File: src/rtl/snoopy_invalidate_controller_pkg.sv
// Shared types for the MSI snoop controller: bus commands, line states and FSM encodings.
package snoopy_invalidate_controller_pkg;

   typedef enum logic [1:0] {
      NONE               = 2'd0,
      BUS_READ           = 2'd1,
      BUS_READ_EXCLUSIVE = 2'd2,
      BUS_INVALIDATE     = 2'd3
   } command_t;

   typedef enum logic [1:0] {
      INVALID  = 2'd0,
      SHARED   = 2'd1,
      MODIFIED = 2'd2
   } state_t;

   typedef enum logic [2:0] {
      IDLE         = 3'd0,
      EVALUATE     = 3'd1,
      FLUSH_LINE   = 3'd2,
      UPDATE_STATE = 3'd3,
      DONE         = 3'd4
   } snoop_fsm_t;

   typedef enum logic [1:0] {
      SEQ_IDLE   = 2'd0,
      READ_WORD  = 2'd1,
      FLUSH_WORD = 2'd2
   } flush_fsm_t;

   // A flushed line stays readable locally only when the other cache merely reads it.
   function automatic state_t flush_target(input command_t cmd);
      return (cmd == BUS_READ) ? SHARED : INVALID;
   endfunction

endpackage

File: src/rtl/snoopy_invalidate_controller_if.sv
// Snoop command, cache read port and bus flush signals of the snoop controller.
interface snoopy_invalidate_controller_if
   import snoopy_invalidate_controller_pkg::*;
#(
   parameter int ADDRESS_WIDTH = 32,
   parameter int DATA_WIDTH    = 32
);
   command_t                 commandIn;
   logic [ADDRESS_WIDTH-1:0] snoopyAddress;
   logic                     snoopyHit;
   state_t                   stateIn;
   logic                     isInvalidated;
   state_t                   stateOut;
   logic                     writeState;
   logic [ADDRESS_WIDTH-1:0] readAddress;
   logic                     readEnabled;
   logic [DATA_WIDTH-1:0]    readDataIn;
   logic                     readFunctionComplete;
   logic [DATA_WIDTH-1:0]    busDataOut;
   logic                     busFlush;
   logic                     busAck;
   logic                     protocolError;

   modport slave (
      input  commandIn, snoopyAddress, snoopyHit, stateIn,
      input  readDataIn, readFunctionComplete, busAck,
      output isInvalidated, stateOut, writeState, readAddress, readEnabled,
      output busDataOut, busFlush, protocolError
   );

   modport master (
      output commandIn, snoopyAddress, snoopyHit, stateIn,
      output readDataIn, readFunctionComplete, busAck,
      input  isInvalidated, stateOut, writeState, readAddress, readEnabled,
      input  busDataOut, busFlush, protocolError
   );
endinterface

File: src/rtl/snoopy_invalidate_controller_line_flush_sequencer.sv
// Streams one cache line to the bus: read a word, hold it on the bus until acknowledged, repeat.
module snoopy_invalidate_controller_line_flush_sequencer
   import snoopy_invalidate_controller_pkg::*;
#(
   parameter int ADDRESS_WIDTH = 32,
   parameter int DATA_WIDTH    = 32,
   parameter int OFFSET_WIDTH  = 4
) (
   input  logic                     clock,
   input  logic                     reset,
   input  logic                     start_i,
   input  logic [ADDRESS_WIDTH-1:0] base_i,
   output logic                     done_o,
   output logic [ADDRESS_WIDTH-1:0] readAddress_o,
   output logic                     readEnabled_o,
   input  logic [DATA_WIDTH-1:0]    readDataIn_i,
   input  logic                     readFunctionComplete_i,
   output logic [DATA_WIDTH-1:0]    busDataOut_o,
   output logic                     busFlush_o,
   input  logic                     busAck_i
);
   flush_fsm_t              state_q, state_d;
   logic [OFFSET_WIDTH-1:0] count_q, count_d;
   logic [DATA_WIDTH-1:0]   data_q, data_d;

   always_ff @(posedge clock or posedge reset) begin
      if (reset) begin
         state_q <= SEQ_IDLE;
         count_q <= '0;
         data_q  <= '0;
      end else begin
         state_q <= state_d;
         count_q <= count_d;
         data_q  <= data_d;
      end
   end

   always_comb begin
      state_d = state_q;
      count_d = count_q;
      data_d  = data_q;
      done_o  = 1'b0;
      case (state_q)
         SEQ_IDLE: begin
            if (start_i) begin
               count_d = '0;
               state_d = READ_WORD;
            end
         end
         READ_WORD: begin
            if (readFunctionComplete_i) begin
               data_d  = readDataIn_i;
               state_d = FLUSH_WORD;
            end
         end
         FLUSH_WORD: begin
            // Last-word test precedes the increment so the counter never leaves the line.
            if (busAck_i) begin
               if (count_q == '1) begin
                  done_o  = 1'b1;
                  state_d = SEQ_IDLE;
               end else begin
                  count_d = count_q + OFFSET_WIDTH'(1);
                  state_d = READ_WORD;
               end
            end
         end
         default: state_d = SEQ_IDLE;
      endcase
   end

   assign readEnabled_o = (state_q == READ_WORD);
   assign busFlush_o    = (state_q == FLUSH_WORD);
   assign readAddress_o = base_i | ADDRESS_WIDTH'(count_q);
   assign busDataOut_o  = data_q;

endmodule

File: src/rtl/snoopy_invalidate_controller.sv
// Snoop-side controller of an MSI snoopy cache: evaluates each bus command against the hit
// line, flushes MODIFIED lines through the sequencer and writes back the new line state.
module snoopy_invalidate_controller
   import snoopy_invalidate_controller_pkg::*;
#(
   parameter int ADDRESS_WIDTH = 32,
   parameter int DATA_WIDTH    = 32,
   parameter int OFFSET_WIDTH  = 4
) (
   input  logic clock,
   input  logic reset,
   snoopy_invalidate_controller_if.slave bus_io
);
   localparam logic [ADDRESS_WIDTH-1:0] OFFSET_MASK =
      {{(ADDRESS_WIDTH-OFFSET_WIDTH){1'b0}}, {OFFSET_WIDTH{1'b1}}};

   snoop_fsm_t               state_q, state_d;
   command_t                 cmd_q;
   logic [ADDRESS_WIDTH-1:0] base_q;
   logic                     hit_q;
   state_t                   line_q;
   state_t                   new_state_q, new_state_d;
   logic                     error_q, error_d;
   logic                     accept;
   logic                     flush_start;
   logic                     flush_done;

   assign accept = (state_q == IDLE) && (bus_io.commandIn != NONE);

   always_ff @(posedge clock or posedge reset) begin
      if (reset) begin
         state_q     <= IDLE;
         cmd_q       <= NONE;
         base_q      <= '0;
         hit_q       <= 1'b0;
         line_q      <= INVALID;
         new_state_q <= INVALID;
         error_q     <= 1'b0;
      end else begin
         state_q     <= state_d;
         new_state_q <= new_state_d;
         error_q     <= error_d;
         if (accept) begin
            cmd_q  <= bus_io.commandIn;
            base_q <= bus_io.snoopyAddress & ~OFFSET_MASK;
            hit_q  <= bus_io.snoopyHit;
            line_q <= bus_io.stateIn;
         end
      end
   end

   always_comb begin
      state_d     = state_q;
      new_state_d = new_state_q;
      error_d     = error_q;
      flush_start = 1'b0;
      case (state_q)
         IDLE: begin
            if (accept) state_d = EVALUATE;
         end
         EVALUATE: begin
            if (!hit_q || line_q == INVALID) begin
               state_d = DONE;
            end else if (line_q == SHARED) begin
               if (cmd_q == BUS_READ) begin
                  state_d = DONE;
               end else begin
                  new_state_d = INVALID;
                  state_d     = UPDATE_STATE;
               end
            end else if (line_q == MODIFIED) begin
               // Another cache claiming to invalidate a line we own dirty means the bus is broken.
               if (cmd_q == BUS_INVALIDATE) begin
                  error_d     = 1'b1;
                  new_state_d = INVALID;
                  state_d     = UPDATE_STATE;
               end else begin
                  new_state_d = flush_target(cmd_q);
                  flush_start = 1'b1;
                  state_d     = FLUSH_LINE;
               end
            end else begin
               state_d = DONE;
            end
         end
         FLUSH_LINE: begin
            if (flush_done) state_d = UPDATE_STATE;
         end
         UPDATE_STATE: state_d = DONE;
         DONE: begin
            if (bus_io.commandIn == NONE) state_d = IDLE;
         end
         default: state_d = IDLE;
      endcase
   end

   snoopy_invalidate_controller_line_flush_sequencer #(
      .ADDRESS_WIDTH (ADDRESS_WIDTH),
      .DATA_WIDTH    (DATA_WIDTH),
      .OFFSET_WIDTH  (OFFSET_WIDTH)
   ) u_flush (
      .clock                  (clock),
      .reset                  (reset),
      .start_i                (flush_start),
      .base_i                 (base_q),
      .done_o                 (flush_done),
      .readAddress_o          (bus_io.readAddress),
      .readEnabled_o          (bus_io.readEnabled),
      .readDataIn_i           (bus_io.readDataIn),
      .readFunctionComplete_i (bus_io.readFunctionComplete),
      .busDataOut_o           (bus_io.busDataOut),
      .busFlush_o             (bus_io.busFlush),
      .busAck_i               (bus_io.busAck)
   );

   assign bus_io.isInvalidated = (state_q == DONE);
   assign bus_io.writeState    = (state_q == UPDATE_STATE);
   assign bus_io.stateOut      = new_state_q;
   assign bus_io.protocolError = error_q;

endmodule

File: src/flat_wrapper.sv
// flat-port wrapper written by rule: the top's interface ports become plain ports
module snoopy_invalidate_controller_flat import snoopy_invalidate_controller_pkg::*;
#(
   parameter int ADDRESS_WIDTH = 32,
   parameter int DATA_WIDTH    = 32,
   parameter int OFFSET_WIDTH  = 4
)
  (clock, reset, bus_io_commandIn, bus_io_snoopyAddress, bus_io_snoopyHit, bus_io_stateIn, bus_io_readDataIn, bus_io_readFunctionComplete, bus_io_busAck, bus_io_isInvalidated, bus_io_stateOut, bus_io_writeState, bus_io_readAddress, bus_io_readEnabled, bus_io_busDataOut, bus_io_busFlush, bus_io_protocolError);
  snoopy_invalidate_controller_if #(.ADDRESS_WIDTH(ADDRESS_WIDTH), .DATA_WIDTH(DATA_WIDTH)) bus_io_i ();
  input  logic clock;
  input  logic reset;
  input wire logic [$bits(bus_io_i.commandIn)-1:0] bus_io_commandIn;
  input wire logic [$bits(bus_io_i.snoopyAddress)-1:0] bus_io_snoopyAddress;
  input wire logic [$bits(bus_io_i.snoopyHit)-1:0] bus_io_snoopyHit;
  input wire logic [$bits(bus_io_i.stateIn)-1:0] bus_io_stateIn;
  input wire logic [$bits(bus_io_i.readDataIn)-1:0] bus_io_readDataIn;
  input wire logic [$bits(bus_io_i.readFunctionComplete)-1:0] bus_io_readFunctionComplete;
  input wire logic [$bits(bus_io_i.busAck)-1:0] bus_io_busAck;
  output wire logic [$bits(bus_io_i.isInvalidated)-1:0] bus_io_isInvalidated;
  output wire logic [$bits(bus_io_i.stateOut)-1:0] bus_io_stateOut;
  output wire logic [$bits(bus_io_i.writeState)-1:0] bus_io_writeState;
  output wire logic [$bits(bus_io_i.readAddress)-1:0] bus_io_readAddress;
  output wire logic [$bits(bus_io_i.readEnabled)-1:0] bus_io_readEnabled;
  output wire logic [$bits(bus_io_i.busDataOut)-1:0] bus_io_busDataOut;
  output wire logic [$bits(bus_io_i.busFlush)-1:0] bus_io_busFlush;
  output wire logic [$bits(bus_io_i.protocolError)-1:0] bus_io_protocolError;
  assign bus_io_i.commandIn = bus_io_commandIn;
  assign bus_io_i.snoopyAddress = bus_io_snoopyAddress;
  assign bus_io_i.snoopyHit = bus_io_snoopyHit;
  assign bus_io_i.stateIn = bus_io_stateIn;
  assign bus_io_i.readDataIn = bus_io_readDataIn;
  assign bus_io_i.readFunctionComplete = bus_io_readFunctionComplete;
  assign bus_io_i.busAck = bus_io_busAck;
  assign bus_io_isInvalidated = bus_io_i.isInvalidated;
  assign bus_io_stateOut = bus_io_i.stateOut;
  assign bus_io_writeState = bus_io_i.writeState;
  assign bus_io_readAddress = bus_io_i.readAddress;
  assign bus_io_readEnabled = bus_io_i.readEnabled;
  assign bus_io_busDataOut = bus_io_i.busDataOut;
  assign bus_io_busFlush = bus_io_i.busFlush;
  assign bus_io_protocolError = bus_io_i.protocolError;
  snoopy_invalidate_controller #(.ADDRESS_WIDTH(ADDRESS_WIDTH), .DATA_WIDTH(DATA_WIDTH), .OFFSET_WIDTH(OFFSET_WIDTH)) u_core (.clock(clock), .reset(reset), .bus_io(bus_io_i));
endmodule
File: config.mk
export PLATFORM = sky130hd
export DESIGN_NAME = snoopy_invalidate_controller_flat
export DESIGN_NICKNAME = d
export VERILOG_FILES = /design/src/rtl/snoopy_invalidate_controller_pkg.sv /design/src/rtl/snoopy_invalidate_controller_if.sv /design/src/rtl/snoopy_invalidate_controller_line_flush_sequencer.sv /design/src/rtl/snoopy_invalidate_controller.sv /design/src/flat_wrapper.sv
export SDC_FILE = /design/constraint.sdc
export NUM_CORES = 1
export LEC_CHECK = 0
export ABC_AREA = 1
export CORE_MARGIN = 8
export CORE_UTILIZATION = 44
export DETAILED_ROUTE_END_ITERATION = 10
export GPL_ROUTABILITY_DRIVEN = 0
export MAX_ROUTING_LAYER = met4
export PLACE_DENSITY = 0.85
export SLEW_MARGIN = 20
export SYNTH_ARGS = -nofsm -noshare
export SYNTH_HDL_FRONTEND = slang
export SYNTH_SLANG_ARGS = --single-unit
File: constraint.sdc
create_clock -name clock -period 5.4 [get_ports clock]
set_input_delay 1.08 -clock clock [delete_from_list [all_inputs] [get_ports clock]]
set_output_delay 1.08 -clock clock [all_outputs]
set_load 0.05 [all_outputs]
==> impl_metrics.toml, run 1 <==
[grt]
grt_overflow = 0
grt_max_degree = 41
grt_pass1_vias = 2673
antenna_found_initial = 0
grt_first_pass_wirelength_um = 13000
grtUsageTotal_pct = 16.9

[sta]
period_minus_slack_ps = 3020
hold_violations = 0
fmax_mhz = 332
fin_crit_sh_pct = 55.8
rsz0062_at_grt = "no"
hold_slack_ps = 470
maxSlewViolCount = 0
setup_violations = 0
clock_skew_ps = 10.6
fin_ws_ps = 2380
worstMarginPinSlew_ps = 768
fin_tns_setup_ps = 0
slew_headroom_pct = 48.7

[clock_tree]
cts_tree = "done"
cts_buffers = 9
cts_resized = 0
root_buffer = "clkbuf_8"
htreeDepth = 3
clk-insertion-delay-late_ps = 330
clk_pin_slew_ps = 70
cts_hold_buf = 0
ctsLongestPathBuffers = 2
cts_setup_buffers = 0
cts_sinks = 76

[critical_path]
critical_path.endpoint_type = "output pin"
path_max_fanout = 6
cp-start-kind = "register"
cp.required_ps = 4320
critPathArrivalTime_ps = 1940
crit_type = "register to output pin"

[synthesis]
synth-edff-count = 0
synth_commonest_cells = "nand2_1, dfrtp_1, mux2_2"
yosysMostFrequentCell = "nand2_1"
ys_seq_area_share_pct = 61.2
synth_top_cell_by_area = "dfrtp_1"
synth_nets = 375
syn_avg_cell_area_um2 = 10.3
yosysWarnings = 0
yosysUniqueCellTypes = 25
yosysTopAreaCellShare_pct = 61.2
yosys_register_bits = 76
synthArstFlopShare_pct = 100
postSynthCellCount = 301
ys.flop_type = "dfrtp_1"
synthesis.area_mm2 = 0.00311
synth_area_leaders = "dfrtp_1, nand2_1, mux2_2"

[finish]
final_core_util_pct = 69.0
regArea_mm2 = 0.00190
fin_nets = 515
final_design_area_no_fill_mm2 = 0.00472
fin_cells = 540
drive_above_1_share_pct = 11.3
fillerInstances = 514
area_growth_pct = 51.8
diodes = 0
multi_input_area_mm2 = 0.00108

[power_and_ir_drop]
fin_total_pwr_mw = 3.41
p_leak_nw = 2.17
power_density_mw_per_mm2 = 722
irDropWorstVdd_mv = 0.453

[die]
fp.coreArea_mm2 = 0.00683
std_cell_rows = 30
dieHeight_um = 100
io_pins = 144
die-area_mm2 = 0.0100
die_x_um = 100
initial_core_util_pct = 45.5

[route]
drc = 0
wl_met1_um = 3220
wl_met3_um = 427
wire_per_inst_um = 14.8
vias = 2521
postRouteAntennaNets = 0
wirelength_um = 7990
viasPerCell = 4.67
top_layer = "met4"
drtIter0Drc = 94
met2_wirelength_um = 4190
first_pass_iters = 4

[placed_design]
dp.cells = 526
post_dp_cell_area_mm2 = 0.00454
pre_cts_ws_ps = 2300
port_buffers = 138
hpwl_um = 6110

[run]
cap_violations = 0

[run_status]
run_status = "finished, final reports clean"

[hold_path]
hold_class = "register to register"
## layout make-up
| class | instances | share of cell area (%) |
|---|---|---|
| sequential | 76 | 40.3 |
| timing repair buffer | 139 | 29.5 |
| clock inverter | 3 | 0.849 |
| multi-input combinational | 200 | 22.8 |
| clock buffer | 11 | 2.79 |
| inverter | 15 | 1.19 |
| tap | 96 | 2.55 |
## path summary, 6_finish.rpt
kind | startpoint | to | slack [ps] | cells after the start
worst max register to register | u_core.state_q[0]$_DFFE_PP0P_ | u_core.base_q[11]$_DFFE_PP0P_ | 3360 | 6
min in group asynchronous | reset | u_core.base_q[16]$_DFFE_PP0P_ | 1200 | 2
worst min register to register | u_core.base_q[31]$_DFFE_PP0P_ | u_core.base_q[31]$_DFFE_PP0P_ | 470 | 2
worst min-delay path | u_core.base_q[31]$_DFFE_PP0P_ | u_core.base_q[31]$_DFFE_PP0P_ | 470 | 2
worst max-delay path | u_core.state_q[0]$_DFFE_PP0P_ | bus_io_isInvalidated | 2380 | 2
max in group asynchronous | reset | u_core.state_q[2]$_DFFE_PP0P_ | 3210 | 3
## worst max-delay path: stages (launching register included)
cell	delay [ps]
dfrtp_1	430
nor3_1	300
clkdlybuf4s50_1	880
## metal layers
layer	vias up	track usage (%)
met2	74	28.5
li1	1235	-
met3	11	4.29
met4	0	7.79
met1	1201	18.5
met5	-	-
## registers in the layout, summed over array words and instances, names as in the netlist
register / flops
u_core.line_q: 2
u_core.hit_q: 1
u_core.cmd_q: 2
u_core.bus_io.stateOut: 1
u_core.bus_io.protocolError: 1
u_core.base_q: 28
u_core.u_flush.state_q: 2
u_core.state_q: 3
u_core.u_flush.count_q: 4
u_core.u_flush.busDataOut_o: 32
## cells in the final DEF, fill, tap and decap left out, drive strengths merged, types with 2 or more instances in the layout
cell type | netlist | routed
nand4 | 2 | 2
a21oi | 3 | 3
dfrtp | 76 | 76
clkinv | 0 | 2
clkbuf | 0 | 11
mux2 | 32 | 32
nand3 | 9 | 9
nor2 | 16 | 16
inv | 15 | 15
o21ai | 7 | 7
nor3 | 2 | 2
nand2 | 120 | 120
clkdlybuf4s50 | 0 | 138
## power breakdown
| part | leakage [nW] | internal (mW) | total [mW] | switching (mW) |
|---|---|---|---|---|
| Clock | 0.0890 | 0.208 | 0.399 | 0.191 |
| Combinational | 1.15 | 0.676 | 2.01 | 1.34 |
| Sequential | 0.930 | 0.841 | 0.993 | 0.152 |
| Total | 2.17 | 1.72 | 3.41 | 1.68 |
## logic make-up (layout without fill, tap and decap cells)
kind of cell             count (synthesis)  count (layout)  synth area share, %
adder cells (fa/ha/maj)                  1               1                0.403
multiplexers                            32              32                 11.6
flip-flops                              76              76                 61.2
AND/OR/NAND/NOR                        153             153                 20.2
AO/OA/AOI/OAI                           13              13                 2.34
buffers and inverters                   25             168                 4.11
other                                    1               1                0.121
Note: power is estimated with default switching activity, not from simulation.
==> inputs of run 2 (changes only) <==
--- a/config.mk
+++ b/config.mk
@@ -7,11 +7,11 @@
 export LEC_CHECK = 0
 export ABC_AREA = 1
 export CORE_MARGIN = 8
-export CORE_UTILIZATION = 44
+export CORE_UTILIZATION = 37
 export DETAILED_ROUTE_END_ITERATION = 10
 export GPL_ROUTABILITY_DRIVEN = 0
 export MAX_ROUTING_LAYER = met4
-export PLACE_DENSITY = 0.85
+export PLACE_DENSITY = 0.76
 export SLEW_MARGIN = 20
 export SYNTH_ARGS = -nofsm -noshare
 export SYNTH_HDL_FRONTEND = slang
==> constraint.sdc (replaced) <==
create_clock -name clock -period 2.45 [get_ports clock]
set_input_delay 0.49 -clock clock [delete_from_list [all_inputs] [get_ports clock]]
set_output_delay 0.49 -clock clock [all_outputs]
set_load 0.05 [all_outputs]
==> run 2 against run 1 <==
Net effect: final cell count is 2.6% higher; cell area grew 1.5%; non-clock buffer count grew 4; sequential share of layout area fell by 0.59 points; sequential power grew 120%; setup slack got worse by 2200 ps; critical endpoint is now bus_io_readEnabled.
==> impl_metrics.toml, run 2 (same netlist as run 1, synthesis figures left out) <==
[run_status]
run_status = "finished, final reports clean"

[placed_design]
port_buffers = 138
hpwl_um = 6290

[route]
first_pass_iters = 4
viasPerCell = 4.53
met2_wirelength_um = 4270
wl_met3_um = 452
vias = 2507
drc = 0
postRouteAntennaNets = 0
wire_per_inst_um = 14.6
wirelength_um = 8120
wl_met1_um = 3240
drtIter0Drc = 105
top_layer = "met4"

[clock_tree]
ctsLongestPathBuffers = 2
clk-insertion-delay-late_ps = 340
clk_pin_slew_ps = 80
cts_sinks = 76
cts_buffers = 9
root_buffer = "clkbuf_8"
cts_tree = "done"
htreeDepth = 3
cts_hold_buf = 0

[sta]
fmax_mhz = 437
rsz0062_at_grt = "no"
hold_slack_ps = 469
maxSlewViolCount = 0
slew_headroom_pct = 64.1
setup_violations = 0
hold_violations = 0
worstMarginPinSlew_ps = 537
fin_tns_setup_ps = 0
fin_crit_sh_pct = 93.4
clock_skew_ps = 9.64
period_minus_slack_ps = 2290

[critical_path]
critical-path-max-stage-delay_ps = 850
critPathArrivalTime_ps = 1800
crit_type = "register to output pin"
cp.required_ps = 1960
path_max_fanout = 4
timing.rr.start = "u_core.u_flush.count_q[0]$_DFFE_PP0P_"
path_cells = "nor2_4 > clkdlybuf4s50_1"
cp-start-kind = "register"
path_buf_inv = 1
critPathTopFamily = "buffers and inverters"
slowest_stage = "clkdlybuf4s50_1"
critical_path.endpoint_type = "output pin"
startpoint = "u_core.u_flush.state_q[1]$_DFFE_PP0P_"

[grt]
grtUsageTotal_pct = 14.6
grt_pass1_vias = 2633
grt_first_pass_wirelength_um = 12900
grt_overflow = 0
antenna_found_initial = 0
grt_max_degree = 35

[die]
die_x_um = 108
dieHeight_um = 108
std_cell_rows = 33
initial_core_util_pct = 38.0
io_pins = 144
die-area_mm2 = 0.0116
fp.coreArea_mm2 = 0.00818

[finish]
layout_commonest_cell = "clkdlybuf4s50_1"
fin_nets = 519
drive_above_1_share_pct = 12.5
layout_common_cells = "clkdlybuf4s50_1, nand2_1, dfrtp_1"
largest_reg_flops = 32
area_growth_pct = 54.0
diodes = 0

[hold_path]
hold_class = "register to register"
worstHoldStart = "u_core.bus_io.protocolError$_DFFE_PP0P_"

[power_and_ir_drop]
power_density_mw_per_mm2 = 1580
p_leak_nw = 2.23
irDropWorstVdd_mv = 0.836

[run]
cap_violations = 0
-- run 2: worst register-to-register path, cell delays in order (launching register included) --
cell and delay [ps]:
dfrtp_1 450, ha_1 240, nand2_1 80, nor2_1 60, a21oi_1 310, nand2_1 200
nand2_1 100, nand2_1 50
-- run 2: metrics by stage --
stage	std cells	worst slack [ps]	cell area [µm²]	util, %	total power [mW]
3_5_place_dp	539	403	4600	56.3	6.72
6_report	554	162	4790	58.5	7.55
4_1_cts	554	18.4	4780	58.5	7.65
3_3_place_gp	539	401	4600	56.3	6.64
5_1_grt	554	70.9	4790	58.5	7.98
2_1_floorplan	301	21.7	3110	-	5.19
-- run 2: final cells by class --
cell class | instances | area, µm²
Timing Repair Buffer | 143 | 1440
Inverter | 15 | 57.6
Sequential cell | 76 | 1900
Tap cell | 105 | 131
Multi-Input combinational cell | 200 | 1080
Clock inverter | 5 | 53.8
Fill cell | 727 | 3390
Clock buffer | 10 | 128
-- run 2: worst paths after layout --
kind                                                                    end  slack, ps  cells past startpoint
max in group asynchronous                     u_core.base_q[25]$_DFFE_PP0P_       1420                      3
worst max-delay path                                     bus_io_readEnabled        160                      2
worst min register to register      u_core.bus_io.protocolError$_DFFE_PP0P_        470                      2
worst max register to register        u_core.u_flush.count_q[3]$_DFFE_PP0P_        870                      7
min in group asynchronous       u_core.u_flush.busDataOut_o[14]$_DFFE_PP0P_        480                      2
worst min-delay path                u_core.bus_io.protocolError$_DFFE_PP0P_        470                      2
-- run 2: repair_timing --
action                     4_1_cts  5_1_grt
buffers inserted                 0        0
gates resized for setup          0        2
setup endpoints to repair        0        2
-- run 2: power by group --
group / switching (mW) / internal (mW) / total, mW
Clock: 0.444 / 0.462 / 0.906
Sequential: 0.342 / 1.85 / 2.20
Combinational: 2.94 / 1.51 / 4.45
-- run 2: routing by layer --
layer / track usage (%) / vias up
met5: - / -
met2: 25.3 / 75
met3: 3.41 / 13
met1: 15.5 / 1177
li1: - / 1242
met4: 6.94 / 0
==> inputs of run 3 (changes only) <==
--- a/config.mk
+++ b/config.mk
@@ -6,12 +6,13 @@
 export NUM_CORES = 1
 export LEC_CHECK = 0
 export ABC_AREA = 1
-export CORE_MARGIN = 8
+export CAP_MARGIN = 25
+export CORE_MARGIN = 2
 export CORE_UTILIZATION = 37
 export DETAILED_ROUTE_END_ITERATION = 10
 export GPL_ROUTABILITY_DRIVEN = 0
 export MAX_ROUTING_LAYER = met4
-export PLACE_DENSITY = 0.76
+export PLACE_DENSITY_LB_ADDON = 0.25
 export SLEW_MARGIN = 20
 export SYNTH_ARGS = -nofsm -noshare
 export SYNTH_HDL_FRONTEND = slang
==> run 3 against run 2 <==
Net effect: sequential power hardly changed; power is 1.0% higher; sequential share of layout area hardly changed; utilization hardly changed.
==> impl_metrics.toml, run 3 (same netlist as run 1, synthesis figures left out) <==
[route]
wl_met3_um = 314
top_layer = "met4"
met2_wirelength_um = 3970
viasPerCell = 4.64
first_pass_iters = 4
vias = 2557
wire_per_inst_um = 13.3
drc = 0
postRouteAntennaNets = 0
drtIter0Drc = 75
wirelength_um = 7350
wl_met1_um = 2890

[critical_path]
slowest_stage = "clkdlybuf4s50_1"
path_buf_inv = 1
critical-path-max-stage-delay_ps = 850
critical_path.endpoint_type = "output pin"
path_cells = "nor3_1 > clkdlybuf4s50_1"
cp.required_ps = 1960
crit_type = "register to output pin"
critPathTopFamily = "buffers and inverters"
path_max_fanout = 6
cp-start-kind = "register"
critPathArrivalTime_ps = 1890

[sta]
fin_tns_setup_ps = 0
clock_skew_ps = 7.71
worstMarginPinSlew_ps = 543
period_minus_slack_ps = 2380
maxSlewViolCount = 0
hold_violations = 0
setup_violations = 0
fmax_mhz = 420
slew_headroom_pct = 63.7
rsz0062_at_grt = "no"
fin_crit_sh_pct = 97.3

[die]
initial_core_util_pct = 38.0
fp.coreArea_mm2 = 0.00818
std_cell_rows = 33
die-area_mm2 = 0.00915
dieHeight_um = 95.6
die_x_um = 95.6
io_pins = 144

[grt]
grt_max_degree = 77
grt_pass1_vias = 2536
grt_first_pass_wirelength_um = 11700
antenna_found_initial = 0
grt_overflow = 0
grtUsageTotal_pct = 17.1

[power_and_ir_drop]
power_density_mw_per_mm2 = 1590
irDropWorstVdd_mv = 0.944
p_leak_nw = 2.21

[clock_tree]
ctsLongestPathBuffers = 2
htreeDepth = 3
cts_sinks = 76
cts_tree = "done"
cts_buffers = 9
clk-insertion-delay-late_ps = 340
clk_pin_slew_ps = 70
root_buffer = "clkbuf_8"

[finish]
fillerInstances = 726
drive_above_1_share_pct = 11.9
largest_reg_flops = 32
area_growth_pct = 54.2
fin_cells = 551
final_design_area_no_fill_mm2 = 0.00479
fin_nets = 517
layout_commonest_cell = "clkdlybuf4s50_1"
layout_common_cells = "clkdlybuf4s50_1, nand2_1, dfrtp_1"
diodes = 0

[placed_design]
hpwl_um = 5340
post_dp_cell_area_mm2 = 0.00458
dp.cells = 537
port_buffers = 138

[run_status]
run_status = "finished, final reports clean"

[hold_path]
hold_class = "register to register"

[run]
cap_violations = 0
run 3: changes by cell type in the layout (fill, tap and decap cells not counted), sizes merged:
cell	change
clkinv	-4
buf	-2
bufinv	+1
clkdlybuf4s50	+1
clkinvlp	+1
dlymetal6s2s	-1
inv	+1
run 3: routing by layer:
metal | track usage (%) | up-vias
met4 | 9.17 | 0
met3 | 3.00 | 15
li1 | - | 1236
met2 | 27.9 | 62
met5 | - | -
met1 | 20.3 | 1244
run 3: power breakdown:
group,total (mW),internal [mW],switching (mW)
Clock,1.01,0.565,0.443
Combinational,4.43,1.51,2.92
Sequential,2.19,1.85,0.335
run 3: worst register-to-register path, delay by kind of cell (launching register included):
kind / cells / cell delay (ps)
compound gates: 1 / 340
fa+ha+maj: 1 / 230
simple gates: 5 / 490
flops: 1 / 440
run 3: timing repair:
| item | in CTS | in global routing |
|---|---|---|
| endpoints found under the setup margin | 0 | 1 |
| hold buffers | 0 | 0 |
| resized for setup | 0 | 1 |
| setup buffers | 0 | 0 |
run 3: through the flow:
step	worst slack, ps	hold slack (ps)	utilization (%)	total power [mW]
6_report	67.2	469	58.6	7.63
5_1_grt	18.5	492	58.6	8.07
4_1_cts	41.4	476	58.6	7.73
3_5_place_dp	418	457	56.1	6.69
3_3_place_gp	430	454	56.1	6.59
2_1_floorplan	21.7	436	-	5.19
run 3: area by class of cell:
| cell class | instances | area, µm² | area share, % |
|---|---|---|---|
| clock buffers | 10 | 128 | 2.66 |
| clock inverters | 4 | 76.3 | 1.59 |
| inverters | 15 | 56.3 | 1.18 |
| multi-input cells | 200 | 1080 | 22.5 |
| flip-flops and latches | 76 | 1900 | 39.7 |
| well taps | 105 | 131 | 2.74 |
| repair buffers | 141 | 1420 | 29.6 |
run 3: final timing paths:
path,end,slack (ps),depth (start not counted),start
max reg2reg,u_core.u_flush.count_q[0]$_DFFE_PP0P_,850,7,u_core.u_flush.count_q[0]$_DFFE_PP0P_
min reg2reg,u_core.bus_io.protocolError$_DFFE_PP0P_,470,2,u_core.bus_io.protocolError$_DFFE_PP0P_
min,u_core.bus_io.protocolError$_DFFE_PP0P_,470,2,u_core.bus_io.protocolError$_DFFE_PP0P_
max in group asynchronous,u_core.bus_io.stateOut[0]$_DFFE_PP0P_,1590,3,reset
max,bus_io_isInvalidated,70,2,u_core.state_q[0]$_DFFE_PP0P_
min in group asynchronous,u_core.u_flush.busDataOut_o[15]$_DFFE_PP0P_,560,3,reset
